**src/rtl/load_use_hazard_unit.sv**
```systemverilog
// load_use_hazard_unit: multi-cycle load-use stall detector with in-flight load age tracker.
// Optional stall counter enabled by defining HAZARD_STALL_CNT_EN.
module load_use_hazard_unit #(
  parameter int REG_W    = 5,
  parameter int LOAD_LAT = 2,
  parameter int CNT_W    = 32
) (
  input  logic             clk,
  input  logic             rst_n,
  input  logic             id_valid,
  input  logic [REG_W-1:0] id_rs,
  input  logic [REG_W-1:0] id_rt,
  input  logic             id_use_rs,
  input  logic             id_use_rt,
  input  logic             ex_valid,
  input  logic             ex_memread,
  input  logic [REG_W-1:0] ex_rt,
  input  logic             freeze,
  input  logic             flush,
  input  logic             cnt_clr,
  output logic             stall,
  output logic             bubble,
  output logic             load_pending,
  output logic [CNT_W-1:0] stall_count
);
  // With LOAD_LAT=1 a single always-invalid entry stands in for the empty tracker.
  localparam int N = (LOAD_LAT > 1) ? LOAD_LAT - 1 : 1;
  logic             cap_v;
  logic [N-1:0]     trk_v;
  logic [REG_W-1:0] trk_d [N];
  logic [N:0]       m;
  logic             hazard;
  function automatic logic src_match(input logic v, input logic [REG_W-1:0] d,
                                     input logic [REG_W-1:0] rs, input logic [REG_W-1:0] rt,
                                     input logic urs, input logic urt);
    return v & ((urs & (rs == d) & (rs != '0)) | (urt & (rt == d) & (rt != '0)));
  endfunction
  assign cap_v = ex_valid & ex_memread & (ex_rt != '0);
  assign m[0]  = src_match(cap_v, ex_rt, id_rs, id_rt, id_use_rs, id_use_rt);
  for (genvar g = 0; g < N; g++) begin : g_match
    assign m[g+1] = src_match(trk_v[g], trk_d[g], id_rs, id_rt, id_use_rs, id_use_rt);
  end
  if (LOAD_LAT > 1) begin : g_trk
    always_ff @(posedge clk or negedge rst_n) begin
      if (!rst_n) begin
        trk_v <= '0;
        for (int i = 0; i < N; i++) trk_d[i] <= '0;
      end else if (!freeze) begin
        for (int i = N - 1; i > 0; i--) begin
          trk_v[i] <= trk_v[i-1];
          trk_d[i] <= trk_d[i-1];
        end
        trk_v[0] <= cap_v;
        trk_d[0] <= ex_rt;
      end
    end
  end else begin : g_no_trk
    assign trk_v    = '0;
    assign trk_d[0] = '0;
  end
  assign hazard       = id_valid & (|m);
  assign stall        = hazard & ~flush;
  assign bubble       = stall & ~freeze;
  assign load_pending = |trk_v;
`ifdef HAZARD_STALL_CNT_EN
  logic [CNT_W-1:0] cnt;
  always_ff @(posedge clk or negedge rst_n) begin
    if (!rst_n) cnt <= '0;
    else if (cnt_clr) cnt <= '0;
    else if (bubble && cnt != '1) cnt <= cnt + CNT_W'(1);
  end
  assign stall_count = cnt;
`else
  logic unused_cnt_clr;
  assign unused_cnt_clr = cnt_clr;
  assign stall_count    = '0;
`endif
endmodule

```
**config.mk**
```make
export PLATFORM = sky130hd
export DESIGN_NAME = load_use_hazard_unit
export DESIGN_NICKNAME = d
export VERILOG_FILES = /design/src/rtl/load_use_hazard_unit.sv
export SDC_FILE = /design/constraint.sdc
export NUM_CORES = 1
export LEC_CHECK = 0
export CAP_MARGIN = 20
export CORE_MARGIN = 2
export CORE_UTILIZATION = 30
export DETAILED_ROUTE_END_ITERATION = 12
export PLACE_DENSITY = 0.88
export SLEW_MARGIN = 0
export SYNTH_ARGS = -nofsm -noshare
export SYNTH_HDL_FRONTEND = slang
export SYNTH_SLANG_ARGS = --single-unit
```
**constraint.sdc**
```tcl
create_clock -name clk -period 1.7 [get_ports clk]
set_clock_uncertainty 0.15 [all_clocks]
set_input_delay 0.34 -clock clk [delete_from_list [all_inputs] [get_ports clk]]
set_output_delay 0.34 -clock clk [all_outputs]
set_load 0.1 [all_outputs]
```
==> key figures, run 1 <==
GRT
  – Vias in the first global route: 667
  – Initial antenna violation count: 0
  – Total grt overflow: 0
  – Wire length of the first global-routing pass: 2900 µm
  – Largest net degree at the start of global routing: 8
  – GRT Total Usage: 14.4%

Clock network
  – Total CTS buffers: 3
  – Clk sinks: 6
  – Clock buffer depth: 2
  – Clock H-tree levels: 1
  – Post-CTS Hold Fix Bufs: 0
  – CTS clk-pin slew, worst paths: 50 ps
  – CTS tree: yes
  – Clock latency on the worst-skew pair: 240 ps
  – CTS root buffer: clkbuf_4

Synthesis
  – Post-synth EDFFs: 0
  – Post-Syn Area: 761 µm²
  – Mapped Cells: 87
  – #FFs+latches synth: 6
  – Syn. warnings: 0
  – Main synth FF type: dfrtp_1
  – Top post-synthesis cells by count: buf_4, xnor2_1, xor2_1
  – Most common cell in the netlist: buf_4
  – Netlist cell types: 19
  – Sequential share of the synthesized area: 19.7%
  – Leading area contributor after synthesis: buf_4
  – Area share of the largest cell type after synthesis: 31.6%
  – Ys async rst share: 100%
  – Top area cells in the synthesized netlist: buf_4, dfrtp_1, xnor2_1, xor2_1, mux2_2
  – Avg Cell Area, Syn: 8.74 µm²

Die
  – Chip height: 54.4 µm
  – Starting Density: 31.3%
  – I/O Pins: 60
  – Full die area: 2950 µm²
  – # rows: 18
  – Die Wd: 54.4 µm
  – Core ar.: 2430 µm²

Worst setup path
  – Reg2reg start: trk_d[3]
  – Startpoint types: input port
  – Critical Path End Type: output pin
  – Crit path kind: input port to output pin
  – Reg2Reg Setup Slack: 700 ps
  – Crit path DAT: 1840 ps
  – Max stage delay cell, worst path: or4_4
  – Delay of the slowest critical-path stage: 530 ps
  – R2r worst-path depth: 1
  – End of the worst register-to-register path: trk_d[3]
  – CP cell instances: buf_6, or4_4, o21ai_4, nor4_4, o2111ai_2, a21oi_4, buf_12
  – Worst-path maximum fanout: 2
  – Worst EP required: 1210 ps

Cells and area
  – Area Overhead vs Synth: 67.6%
  – Ratio of cells with drive above 1 in the final layout: 49.2%
  – Antenna cells: 0
  – Post-route core utilization: 52.4%
  – Fillers: 222
  – Nets: 156
  – Final instance area: 1270 µm²

Placed design
  – Dpl hpwl: 1610 µm
  – IO Port Bufs: 26
  – DP Area: 1100 µm²
  – Routability Congestion: 0.755

Timing
  – Setup violators final: 2
  – Min Tclk post-route: 2330 ps
  – Period utilization: 137%
  – Final worst slack: -632 ps
  – RSZ-0062 raised after global routing: true
  – Hold slack: 182 ps
  – Fmax: 0.429 GHz
  – Slew Viols, Final: 0
  – Final hold vios: 0

Route
  – Via/cell ratio: 4.15
  – DRT antenna net count: 0
  – Total wire length: 1960 µm
  – Remaining DRCs: 0
  – Per-cell routed wire length: 12.3 µm
  – Vias after detailed routing: 664
  – Drt pass-1 iters: 2
  – Iteration-0 DRC Markers: 1

Power
  – Pwr/cell area: 691 nW/µm²
  – Lkg Pwr: 0.588 nW
  – Maximum vdd drop: 0.427 mV

Flow run
  – Max Cap Viol: 0

Run status
  – Failing checks: negative setup slack
  – Status: finished, violations left

Hold path
  – Worst min path class: input port to async pin
-- metal layers --
layer | up-vias | share of wire [%] | global-route usage, %
met4 | 0 | 0.76 | 7.92
met2 | 35 | 58 | 29.1
met3 | 2 | 6.8 | 1.91
met1 | 311 | 34 | 13.5
li1 | 316 | - | -
met5 | - | 0 | 0
-- final cells by class --
class,count,area [µm²],share of cell area [%]
timing repair buffer,41,378,29.6
sequential,6,153,12.0
inverter,1,3.75,0.294
tap,30,37.5,2.94
clock buffer,4,26.3,2.06
multi-input combinational,78,677,53.1
-- cell families (layout without fill, tap and decap cells) --
family                 Yosys count  in the layout  share of synthesized area, %
other                            1             32                         0.493
multiplexers                     5              5                          7.40
AO/OA/AOI/OAI                    7              7                          5.92
XOR/XNOR                        20             20                          23.0
AND/OR/NAND/NOR                 14             14                          10.9
flip-flops                       6              6                          19.7
buffers and inverters           34             46                          32.6
-- power by group --
part | total (mW) | switching, mW | internal (mW)
registers | 0.178 | 0.0201 | 0.158
clock network | 0.137 | 0.0480 | 0.0887
logic | 0.566 | 0.426 | 0.140
-- sequential cells by signal, indices dropped and copies added (netlist names) --
signal	count
trk_d	5
load_pending	1
-- cell usage in the layout, fill, tap and decap left out --
cell type	netlist	final
o2111ai_2	0	1
clkdlybuf4s50_1	0	7
o211ai_1	1	1
or4_4	0	3
xor2_1	8	8
xnor2_2	0	9
clkdlybuf4s15_1	0	2
o21ai_2	1	1
clkbuf_1	1	1
clkbuf_2	0	6
buf_12	0	3
nand2_1	2	1
buf_6	0	4
dfrtp_2	0	2
xnor2_1	12	3
a21oi_4	0	1
o21ai_4	0	2
dfrtp_1	6	4
nand2_4	0	1
mux2_2	5	5
nor4_2	0	1
inv_1	1	1
conb_1	1	32
dlygate4sd2_1	0	2
buf_2	0	1
buf_4	32	14
nand3_1	4	1
o21ai_1	2	1
nand3_2	0	3
nor3b_2	0	1
nor4_4	0	3
dlymetal6s2s_1	0	2
clkbuf_4	0	3
-- worst max-delay path: cells and delay by family --
kind | cells | cell delay, ps
compound gates | 3 | 620
buf+inv | 2 | 260
simple gates | 2 | 600
-- stage by stage --
stage / cells / total power [mW] / TNS (ps) / setup slack [ps]
floorplan: 118 / 0.624 / -920 / -483
global placement: 156 / 0.682 / -2100 / -954
detailed placement: 156 / 0.694 / -2160 / -986
CTS: 160 / 0.859 / -1340 / -680
global route: 160 / 0.923 / -1340 / -694
finish: 160 / 0.881 / -1240 / -632
-- worst max-delay path by stage --
stage | start | to | slack [ps]
floorplan | trk_d[2] | bubble | -480
global placement | id_rs[0] | bubble | -950
detailed placement | id_rt[0] | bubble | -990
CTS | trk_d[3] | bubble | -680
global route | ex_rt[0] | bubble | -690
finish | id_rs[1] | bubble | -630
-- repair_timing --
item | 4_1_cts | 5_1_grt
pin swaps | 13 | 17
resized for setup | 44 | 30
endpoints found under the setup margin | 2 | 2
setup buffers | 0 | 0
Power figures use the tool's default switching activity.
==> inputs of run 2 (changes only) <==
Settings changed: CORE_MARGIN 2 to unset.
==> run 2 against run 1 <==
Critical path type unchanged. Final area up 1.4%. Cell count unchanged. The run still ends with negative setup slack left. Sequential power hardly changed. Critical endpoint unchanged.
==> key figures, run 2 (synthesized netlist as in run 1, its figures left out) <==
Route
  – Iteration-0 DRC Markers: 2
  – Drt pass-1 iters: 2
  – Via/cell ratio: 4.25
  – Total wire length: 1940 µm
  – Remaining DRCs: 0
  – Vias after detailed routing: 680
  – DRT antenna net count: 0
  – Per-cell routed wire length: 12.1 µm

Cells and area
  – Final instance area: 1290 µm²
  – Antenna cells: 0
  – Largest Register: trk_d
  – Most common cell after layout, fill and taps aside: conb_1
  – Fin cells: 160
  – Nets: 158
  – Most frequent cells in the layout: conb_1, buf_4, xor2_1, xnor2_2, clkbuf_2
  – Area Overhead vs Synth: 69.9%
  – Max FFs per register: 5
  – Ratio of cells with drive above 1 in the final layout: 53.0%
  – Post-route core utilization: 56.3%

Placed design
  – Routability Congestion: 0.744
  – DP Area: 1090 µm²
  – IO Port Bufs: 26
  – Dpl hpwl: 1490 µm
  – Inst Count DP: 153

GRT
  – Vias in the first global route: 739
  – Largest net degree at the start of global routing: 8
  – Total grt overflow: 0
  – GRT Total Usage: 16.1%
  – Wire length of the first global-routing pass: 3190 µm
  – Initial antenna violation count: 0

Die
  – Core ar.: 2300 µm²
  – # rows: 17
  – I/O Pins: 60
  – Die Wd: 52.4 µm
  – Starting Density: 33.1%
  – Full die area: 2740 µm²
  – Chip height: 52.4 µm

Worst setup path
  – CP cell instances: buf_6, or4_4, o21ai_4, nor4_4, o2111ai_4, a21oi_4, buf_12
  – CP bufs+invs: 2
  – Max stage delay cell, worst path: or4_4
  – Worst-path maximum fanout: 2
  – Critical Path End Type: output pin
  – Worst EP required: 1210 ps
  – Worst path top cell family by delay: simple AND/OR/NAND/NOR gates
  – Crit path DAT: 1810 ps
  – Delay of the slowest critical-path stage: 550 ps
  – Crit path kind: input port to output pin
  – Startpoint types: input port

Clock network
  – Clk sinks: 6
  – Clock H-tree levels: 1
  – Clock latency on the worst-skew pair: 250 ps
  – Clock buffer depth: 2
  – Total CTS buffers: 3
  – CTS tree: yes
  – CTS root buffer: clkbuf_4
  – CTS clk-pin slew, worst paths: 50 ps

Run status
  – Failing checks: negative setup slack
  – Status: finished, violations left

Timing
  – Fmax: 0.435 GHz
  – Slew Viols, Final: 0
  – Min Tclk post-route: 2300 ps
  – Final hold vios: 0
  – Setup violators final: 2
  – RSZ-0062 raised after global routing: true
  – Post-Route Setup TNS: -1170 ps
  – Period utilization: 135%
  – Final worst slack: -601 ps

Power
  – Lkg Pwr: 0.593 nW
  – Pwr/cell area: 693 nW/µm²
  – Maximum vdd drop: 0.482 mV

Hold path
  – Worst min path class: input port to async pin

Flow run
  – Max Cap Viol: 0
[run 2: through the flow]
stage	power, mW	hold slack, ps	setup WS (ps)
4_1_cts	0.873	179	-705
3_5_place_dp	0.690	413	-999
2_1_floorplan	0.624	-106	-483
3_3_place_gp	0.680	392	-950
5_1_grt	0.935	192	-647
6_report	0.895	178	-601
[run 2: cell type report]
type                            instances  area [µm²]
Inverter                                1        3.75
Multi-Input combinational cell         78         701
Fill cell                             212        1000
Timing Repair Buffer                   43         374
Sequential cell                         6         153
Tap cell                               28        35.0
Clock buffer                            4        26.3
[run 2: where the power goes]
group          internal (mW)  switching [mW]  total [mW]
clock                 0.0891          0.0540       0.143
combinational          0.141           0.430       0.572
sequential             0.158          0.0224       0.180
[run 2: metal layers]
| layer | routed length (µm) | vias up | global-route usage (%) |
|---|---|---|---|
| met5 | 0 | - | 0 |
| met2 | 1050 | 35 | 31.4 |
| met4 | 33 | 0 | 7.89 |
| li1 | - | 323 | - |
| met1 | 754 | 318 | 16.4 |
| met3 | 102 | 4 | 1.74 |
[run 2: worst paths after layout]
check | start | end | slack [ps] | cells past startpoint
setup / recovery | id_rt[2] | bubble | -600 | 7
hold / removal | rst_n | trk_d[1] | 180 | 1
setup reg to reg | trk_d[0] | trk_d[0] | 700 | 1
hold reg to reg | load_pending | load_pending | 430 | 2
max in group asynchronous | rst_n | trk_d[0] | 980 | 1
min in group clk | ex_rt[1] | trk_d[1] | 320 | 3
[run 2: repair_timing]
item | CTS | global route
pin swaps | 16 | 15
buffers inserted | 10 | 2
hold buffers | 0 | 0
resized for setup | 51 | 35
endpoints found under the setup margin | 2 | 3
